`src/rtl/imem_pkg.sv`:
```
// rtl/imem_pkg.sv - shared state encoding and default widths for the instruction memory arbiter
package imem_pkg;

  localparam int IMEM_ADDR_W = 14;
  localparam int IMEM_DATA_W = 32;

  typedef enum logic [1:0] {
    BOOT,
    LOAD,
    RUN
  } imem_state_e;

endpackage

```
`src/rtl/imem_port_mux.sv`:
```
// rtl/imem_port_mux.sv - selects the BRAM port drive from the load writer, the fetch reader or the held idle values
module imem_port_mux #(
  parameter int ADDR_W = 14,
  parameter int DATA_W = 32
) (
  input  logic              i_rd_en,
  input  logic [ADDR_W-1:0] i_rd_addr,
  input  logic              i_wr_en,
  input  logic [ADDR_W-1:0] i_wr_addr,
  input  logic [DATA_W-1:0] i_wr_data,
  input  logic [ADDR_W-1:0] i_hold_addr,
  input  logic [DATA_W-1:0] i_hold_data,
  output logic [ADDR_W-1:0] o_addr,
  output logic [DATA_W-1:0] o_din,
  output logic              o_we
);

  always_comb begin
    o_we   = i_wr_en;
    o_addr = i_hold_addr;
    o_din  = i_hold_data;
    if (i_wr_en) begin
      o_addr = i_wr_addr;
      o_din  = i_wr_data;
    end else if (i_rd_en) begin
      o_addr = i_rd_addr;
    end
  end

endmodule

```
`src/rtl/imem_load_arbiter.sv`:
```
// rtl/imem_load_arbiter.sv - shares the instruction BRAM port between CPU fetch and a streaming program loader
// Optional load_checksum output is built when IMEM_LOAD_CHECKSUM_EN is defined.
module imem_load_arbiter
  import imem_pkg::*;
#(
  parameter int ADDR_W     = IMEM_ADDR_W,
  parameter int DATA_W     = IMEM_DATA_W,
  parameter int LOAD_WORDS = 2 ** ADDR_W
) (
  input  logic              clk,
  input  logic              reset,
  input  logic              fetch_req,
  input  logic [ADDR_W-1:0] fetch_addr,
  output logic              fetch_stall,
  output logic              fetch_valid,
  output logic [DATA_W-1:0] fetch_data,
  input  logic              load_start,
  input  logic              load_valid,
  input  logic              load_last,
  input  logic [DATA_W-1:0] load_data,
  output logic              load_ready,
  output logic              load_done,
  output logic [ADDR_W-1:0] bram_addr,
  output logic [DATA_W-1:0] bram_din,
  output logic              bram_we,
  input  logic [DATA_W-1:0] bram_dout
`ifdef IMEM_LOAD_CHECKSUM_EN
  ,
  output logic [DATA_W-1:0] load_checksum
`endif
);

  localparam logic [ADDR_W:0] LAST_IDX = (ADDR_W+1)'(LOAD_WORDS - 1);

  imem_state_e       r_state;
  logic [ADDR_W:0]   r_wcnt;
  logic              r_fetch_valid;
  logic              r_load_done;
  logic [ADDR_W-1:0] r_hold_addr;
  logic [DATA_W-1:0] r_hold_din;

  logic w_rd;
  logic w_wr;
  logic w_load_end;

  // load_start wins over both a fetch and a word arriving in the same cycle
  assign w_rd       = !reset && (r_state == RUN) && fetch_req && !load_start;
  assign w_wr       = !reset && (r_state == LOAD) && load_valid && !load_start;
  assign w_load_end = w_wr && (load_last || (r_wcnt == LAST_IDX));

  assign fetch_stall = fetch_req && !w_rd;
  assign load_ready  = !reset && (r_state == LOAD) && !load_start;
  assign fetch_valid = r_fetch_valid;
  assign fetch_data  = bram_dout;
  assign load_done   = r_load_done;

  imem_port_mux #(
    .ADDR_W (ADDR_W),
    .DATA_W (DATA_W)
  ) u_port_mux (
    .i_rd_en     (w_rd),
    .i_rd_addr   (fetch_addr),
    .i_wr_en     (w_wr),
    .i_wr_addr   (r_wcnt[ADDR_W-1:0]),
    .i_wr_data   (load_data),
    .i_hold_addr (r_hold_addr),
    .i_hold_data (r_hold_din),
    .o_addr      (bram_addr),
    .o_din       (bram_din),
    .o_we        (bram_we)
  );

  always_ff @(posedge clk) begin
    if (reset) begin
      r_state       <= BOOT;
      r_wcnt        <= '0;
      r_fetch_valid <= 1'b0;
      r_load_done   <= 1'b0;
      r_hold_addr   <= '0;
      r_hold_din    <= '0;
    end else begin
      r_fetch_valid <= w_rd;
      r_load_done   <= w_load_end;
      if (w_rd) begin
        r_hold_addr <= fetch_addr;
      end
      if (w_wr) begin
        r_hold_addr <= r_wcnt[ADDR_W-1:0];
        r_hold_din  <= load_data;
        r_wcnt      <= r_wcnt + (ADDR_W+1)'(1);
      end
      if (load_start) begin
        r_state <= LOAD;
        r_wcnt  <= '0;
      end else if (w_load_end) begin
        r_state <= RUN;
      end
    end
  end

`ifdef IMEM_LOAD_CHECKSUM_EN
  logic [DATA_W-1:0] r_csum;

  assign load_checksum = r_csum;

  always_ff @(posedge clk) begin
    if (reset || load_start) begin
      r_csum <= '0;
    end else if (w_wr) begin
      r_csum <= r_csum + load_data;
    end
  end
`endif

endmodule

```
`config.mk`:
```
export PLATFORM = sky130hd
export DESIGN_NAME = imem_load_arbiter
export DESIGN_NICKNAME = d
export VERILOG_FILES = /design/src/rtl/imem_pkg.sv /design/src/rtl/imem_port_mux.sv /design/src/rtl/imem_load_arbiter.sv
export SDC_FILE = /design/constraint.sdc
export NUM_CORES = 1
export LEC_CHECK = 0
export ABC_AREA = 1
export BUFFER_PORTS_ARGS = -buffer_cell sky130_fd_sc_hd__buf_4
export CORE_MARGIN = 1.5
export CORE_UTILIZATION = 48
export DETAILED_ROUTE_END_ITERATION = 8
export PLACE_DENSITY_LB_ADDON = 0.05
export SLEW_MARGIN = 20
export SYNTH_ARGS = -nofsm -noshare
export SYNTH_HDL_FRONTEND = slang
export SYNTH_HIERARCHICAL = 1
export SYNTH_SLANG_ARGS = --single-unit
```
`constraint.sdc`:
```
create_clock -name clk -period 2.2 [get_ports clk]
set_input_delay 0.44 -clock clk [delete_from_list [all_inputs] [get_ports clk]]
set_output_delay 0.44 -clock clk [all_outputs]
set_load 0.02 [all_outputs]
```
After elaboration in Yosys (flattened, before gate mapping)
Cells that the tools add are included.
{"block": "op_classes", "n_addsub": 1, "n_eq_ne": 3, "n_mux": 5, "reduce_logical": 15}
{"op": "$mux W32", "n": 1}
{"op": "$mux W14", "n": 2}
{"op": "$add A15 B1 Y15 const B", "n": 1}
{"op": "$eq A15 B14 Y1 const B", "n": 1}
{"op": "$logic_and A1 B1 Y1", "n": 9}
{"op": "$logic_not A1 Y1", "n": 3}
{"op": "$eq A2 B1 Y1 const B", "n": 1}
{"op": "$eq A2 B2 Y1 const B", "n": 1}
{"op": "$mux W1", "n": 2}
{"op": "$reduce_bool A2 Y1", "n": 1}
{"op": "$reduce_or A2 Y1", "n": 1}
{"op": "$logic_or A1 B1 Y1", "n": 1}
{"block": "totals", "reg_bits": 65, "in_bits": 84, "output_inout_bits": 83, "elab_cells": 31}

Depth between registers and ports, before layout
{"block": "depth", "ltp_word": 7, "depth_mapped": 10, "ltp_nobuf": 10}

Hierarchy
The synthesis kept the hierarchy.
{"mod": "imem_load_arbiter", "instances": 1, "cells_each": 382, "area_per_inst_um2": 2850.2, "seq_area_each_um2": 1301.2}
{"mod": "imem_port_mux", "instances": 1, "cells_each": 208, "area_per_inst_um2": 834.6, "seq_area_each_um2": 0.0}

Worst setup path before layout
OpenSTA, ideal clock, no wires.
{"block": "synth_timing", "path_kind": "input -> output", "from": "in reset", "to": "out bram_addr[10]", "arrival_time_ns": 1.731, "required_time_ns": 1.760, "path_slack_ns": 0.029, "stages": 9, "n_path_buf": 4, "path_cell_list": "buf_4 -> nor2_8 -> nand3_4 -> inv_2 -> buf_2 -> buf_4 -> buf_2 -> nand2_1 -> nand2_1"}
{"block": "synth_between", "elab_cells_between_ends": 9, "cone_classes": "mux: 2; reduce/logical: 7"}
{"item": "from (decl)", "line": "imem_load_arbiter.sv:11", "rtl": "input logic reset,"}
{"item": "$logic_not A1 Y1", "line": "imem_load_arbiter.sv:48", "rtl": "assign w_wr = !reset && (r_state == LOAD) && load_valid && !load_start;"}
{"item": "$logic_and A1 B1 Y1 (3 in series)", "line": "imem_load_arbiter.sv:48"}
{"item": "net w_wr", "line": "imem_load_arbiter.sv:43", "rtl": "logic w_wr;"}
{"item": "$mux W14"}
{"item": "to (decl)", "line": "imem_load_arbiter.sv:23", "rtl": "output logic [ADDR_W-1:0] bram_addr,"}
The timed path passes the listed nets, and every way through them passes these cells.

Worst setup path in the final report
{"block": "layout_timing", "from": "reg r_state[0]", "to": "out bram_addr[0]"}
{"block": "layout_between", "elab_chain_len": 6, "elab_cells_between_ends": 10, "cone_classes": "eq/ne: 2; mux: 2; reduce/logical: 6"}
{"item": "from (decl)", "line": "imem_load_arbiter.sv:35", "rtl": "imem_state_e r_state;"}
{"item": "from (signal assigned)", "line": "imem_load_arbiter.sv:75", "rtl": "r_state <= BOOT;"}
{"item": "from (signal assigned)", "line": "imem_load_arbiter.sv:93", "rtl": "r_state <= LOAD;"}
{"item": "from (signal assigned)", "line": "imem_load_arbiter.sv:96", "rtl": "r_state <= RUN;"}
{"item": "$eq A2 B2 Y1", "line": "imem_load_arbiter.sv:47", "rtl": "assign w_rd = !reset && (r_state == RUN) && fetch_req && !load_start;"}
{"item": "$logic_and A1 B1 Y1 (3 in series)", "line": "imem_load_arbiter.sv:47"}
{"item": "$mux W14"}
{"item": "$mux W14 *"}
Every way passes the cells marked *; elsewhere a longest branch is shown, timed or not.

==> flow_summary.yaml <==
die:
  initial_utilization: 0.503
  die_area_sq_um: 8210
  die_w_microns: 90.6
  pin_count: 167
  fp.dieH_microns: 90.6
  rows: 31
  coreArea_sq_um: 7330
routing:
  drt_first_iter_violations: 229
  viasPerCell: 4.99
  vias: 3760
  total_routed_length_microns: 10100
  post-route-drc-count: 0
  drt-wirelength-per-cell_microns: 13.4
  first_pass_iters: 5
  ant_nets: 0
cells_and_area:
  fillerInstances: 704
  stdcell_count: 753
  share_of_layout_cells_above_drive_strength_1: 0.208
  antenna-diode-count: 0
  final_cell_area_sq_um: 4510
  final_nets: 735
  area.growth.synth_to_final_pct: 22.5
logic_synthesis:
  synth_top_cell_area_share: 0.353
  synthTopCellsByArea: "sky130_fd_sc_hd__dfxtp_1 (35%), sky130_fd_sc_hd__nand2_1 (26%), sky130_fd_sc_hd__buf_4 (8.4%), sky130_fd_sc_hd__a21oi_1 (6.5%), sky130_fd_sc_hd__inv_1 (5.4%)"
  synth.lib_cells_used.distinct: 28
  share_of_the_yosys_chip_area_belonging_to_registers: 0.353
  postSynth.asyncResetShare: 0
  synth.ff_latch_count: 65
  ys.warnings.count: 6
  synth-edff-count: 0
  postSynthAreaPerCell_sq_um: 6.25
  synth.cell_area_sq_um: 3680
  synthesis.instances: 590
  ys_dominant_reg_cell: "sky130_fd_sc_hd__dfxtp_1"
  mappedNetlistNets: 675
  synth_area_leader_cell: "sky130_fd_sc_hd__dfxtp_1"
global_route:
  globalRoute.totalOverflow: 0
  grt_first_pass_wirelength_microns: 16100
  grt_max_degree: 52
  antenna_found_initial: 0
  first_global_vias: 3435
  grt_usage: 0.243
critical_path:
  worst_path_most_repeated_cell: "sky130_fd_sc_hd__nand2_1"
  timing.critical_path.buf_inv: 4
  worst-path-max-fanout: 25
  r2r_slack_ns: 0.50
  worst_path_dominant_cell_family: "buffers and inverters"
  cpMaxStageDelayCell: "sky130_fd_sc_hd__dfxtp_1"
  timing.setup.critical_path_class: "reg2out"
  cp_data_arrival_time_ns: 1.64
  critical_path_required_ns: 1.76
  cp-end-kind: "primary output"
  critical_path.cell_chain: "inv_1 -> nor2_2 -> nand3_4 -> inv_4 -> clkbuf_16 -> nand2_1 -> nand2_1 -> buf_4"
  worst_path_largest_cell_delay_ns: 0.33
  sort_of_element_at_the_start_of_the_critical_path: "flop"
timing:
  achievable-frequency_mhz: 481
  timing.final.hold_violations: 0
  relSlewSlack: 0.634
  setup-violations-final: 0
  fin_skew_ns: 0.00843
  grt_setup_unrepaired: "false"
  total_negative_slack_ns: 0
  final_max_slew_viol_count: 0
  layout_min_cycle_time_ns: 2.08
  layout_worst_path_cycle_share: 0.945
  max_slew.worst_pin.slew_ns: 0.548
placed_design:
  final_hpwl_dp_microns: 6380
  dpl.cell_count: 736
  dpl_cell_area_sq_um: 4240
  finalWeightedCongestion: 0.746
  buffer_ports.inserted: 102
power_and_ir_drop:
  switching_fraction_of_total_power: 0.238
  net-switching-power_uw: 596
  power_per_cell_area_nw_per_um2: 553
  p_int_mw: 1.90
  power.ir.vdd_worst_uv: 317
  cellLeakagePower_nw: 2.20
  power_frac_seq: 0.482
  clkPwrFrac: 0.403
  p_comb_frac: 0.115
clocking:
  post_cts_hold_buffer_count: 0
  worst_setup_hold_path_clk_slew_ns: 0.07
  clock_latency_ns: 0.33
  ctsHtreeMaxLevel: 3
  count_of_buffers_added_by_post_cts_timing_repair_for_setup: 0
  numCtsBuffers: 9
  cts_tree: "done"
  cts.sink_count: 65
  clockBufferDepth: 2
  clock_tree.root_cell: "sky130_fd_sc_hd__clkbuf_8"
worst_hold_path:
  hold_class: "in2reg"
outcome:
  outcome: "finished clean"
run:
  max-cap-violations: 0
[repair_timing]
item                                    in CTS  in global routing
resized for setup                            3                  3
cloned                                       1                  1
endpoints found under the setup margin      46                 45
hold endpoints to repair                     0                  0
pin swaps                                    0                  0
[path summary, 6_finish.rpt]
check / from / endpoint / cells after the start
worst max-delay path: r_state[0]$_SDFFE_PP0P_ / bram_addr[0] / 8
worst min register to register: r_state[0]$_SDFFE_PP0P_ / r_state[0]$_SDFFE_PP0P_ / 2
worst min-delay path: fetch_addr[6] / r_hold_addr[6]$_SDFFE_PP0P_ / 3
worst max register to register: r_state[1]$_SDFFE_PP0P_ / r_hold_addr[8]$_SDFFE_PP0P_ / 7
[cell usage in the layout, fill, tap and decap left out, drive strengths merged]
cell    instances
a31oi           1
bufinv          1
a21oi          48
nor3           11
ha              1
o21ai          16
or2             2
o21a            3
nor4            1
nand2         259
nand3          24
o211ai          7
dfxtp          65
clkinv          2
clkbuf         13
nand4           2
buf           109
nor2           32
bufbuf          1
inv            56
[cell type report]
type                            instances  area (sq um)  area share
Clock inverter                          3          40.0     0.00887
Timing Repair Buffer                  111           908       0.201
Multi-Input combinational cell        407          1770       0.391
Sequential cell                        65          1300       0.288
Inverter                               56           220      0.0488
Tap cell                               99           124      0.0274
Clock buffer                           12           155      0.0344
[stage by stage]
stage	setup WS [ns]	hold slack, ns	util	power [mW]
after floorplan	0.0285	0.439	-	1.45
after global placement	0.0580	0.450	0.579	1.51
after detailed placement	0.00900	0.455	0.579	1.51
after CTS	0.0205	0.332	0.611	2.51
after global routing	0.0231	0.353	0.616	2.61
final	0.121	0.341	0.616	2.50
[per-layer routing]
layer,wire length [microns],global-route usage
met3,508,0.0463
met2,4960,0.422
met1,4390,0.293
met5,0,0
met4,247,0.0979
[registers in the layout (all words and copies together) (netlist names)]
signal,flops
r_wcnt,15
load_done,1
r_hold_din,32
fetch_valid,1
r_state,2
r_hold_addr,14
[synth_stat cells, types with 2 or more instances]
| cell type | count |
|---|---|
| sky130_fd_sc_hd__nand2_1 | 258 |
| sky130_fd_sc_hd__dfxtp_1 | 65 |
| sky130_fd_sc_hd__inv_1 | 53 |
| sky130_fd_sc_hd__a21oi_1 | 48 |
| sky130_fd_sc_hd__buf_4 | 41 |
| sky130_fd_sc_hd__nor2_1 | 28 |
| sky130_fd_sc_hd__nand3_1 | 23 |
| sky130_fd_sc_hd__o21ai_0 | 15 |
| sky130_fd_sc_hd__buf_2 | 13 |
| sky130_fd_sc_hd__nor3_1 | 11 |
| sky130_fd_sc_hd__o211ai_1 | 7 |
| sky130_fd_sc_hd__clkbuf_1 | 6 |
| sky130_fd_sc_hd__inv_2 | 3 |
| sky130_fd_sc_hd__o21a_1 | 3 |
| sky130_fd_sc_hd__nor2_2 | 2 |
| sky130_fd_sc_hd__or2_0 | 2 |
[worst register-to-register path: stages, from the launching register on]
cell and delay, ns:
sky130_fd_sc_hd__dfxtp_1 0.41, sky130_fd_sc_hd__nor2_2 0.08, sky130_fd_sc_hd__nand3_4 0.07, sky130_fd_sc_hd__buf_4 0.46
sky130_fd_sc_hd__nand2_1 0.13, sky130_fd_sc_hd__buf_4 0.20, sky130_fd_sc_hd__o211ai_1 0.17, sky130_fd_sc_hd__nor2_1 0.06
[power groups by stage]
stage	Combinational (mW)	Sequential (mW)	Clock [mW]
2_1_floorplan	0.221	1.23	0
4_1_cts	0.286	1.20	1.02
6_report	0.288	1.20	1.01
3_5_place_dp	0.279	1.23	0
3_3_place_gp	0.276	1.23	0
5_1_grt	0.315	1.20	1.09
[logic make-up (layout without fill, tap and decap cells)]
family	count (synthesis)	after routing	share of synthesized area
buffers and inverters	118	182	0.168
adder cells (fa/ha/maj)	1	1	0.00340
flip-flops	65	65	0.353
AND/OR/NAND/NOR	331	331	0.366
AO/OA/AOI/OAI	75	75	0.109
Power figures use the tool's default switching activity.
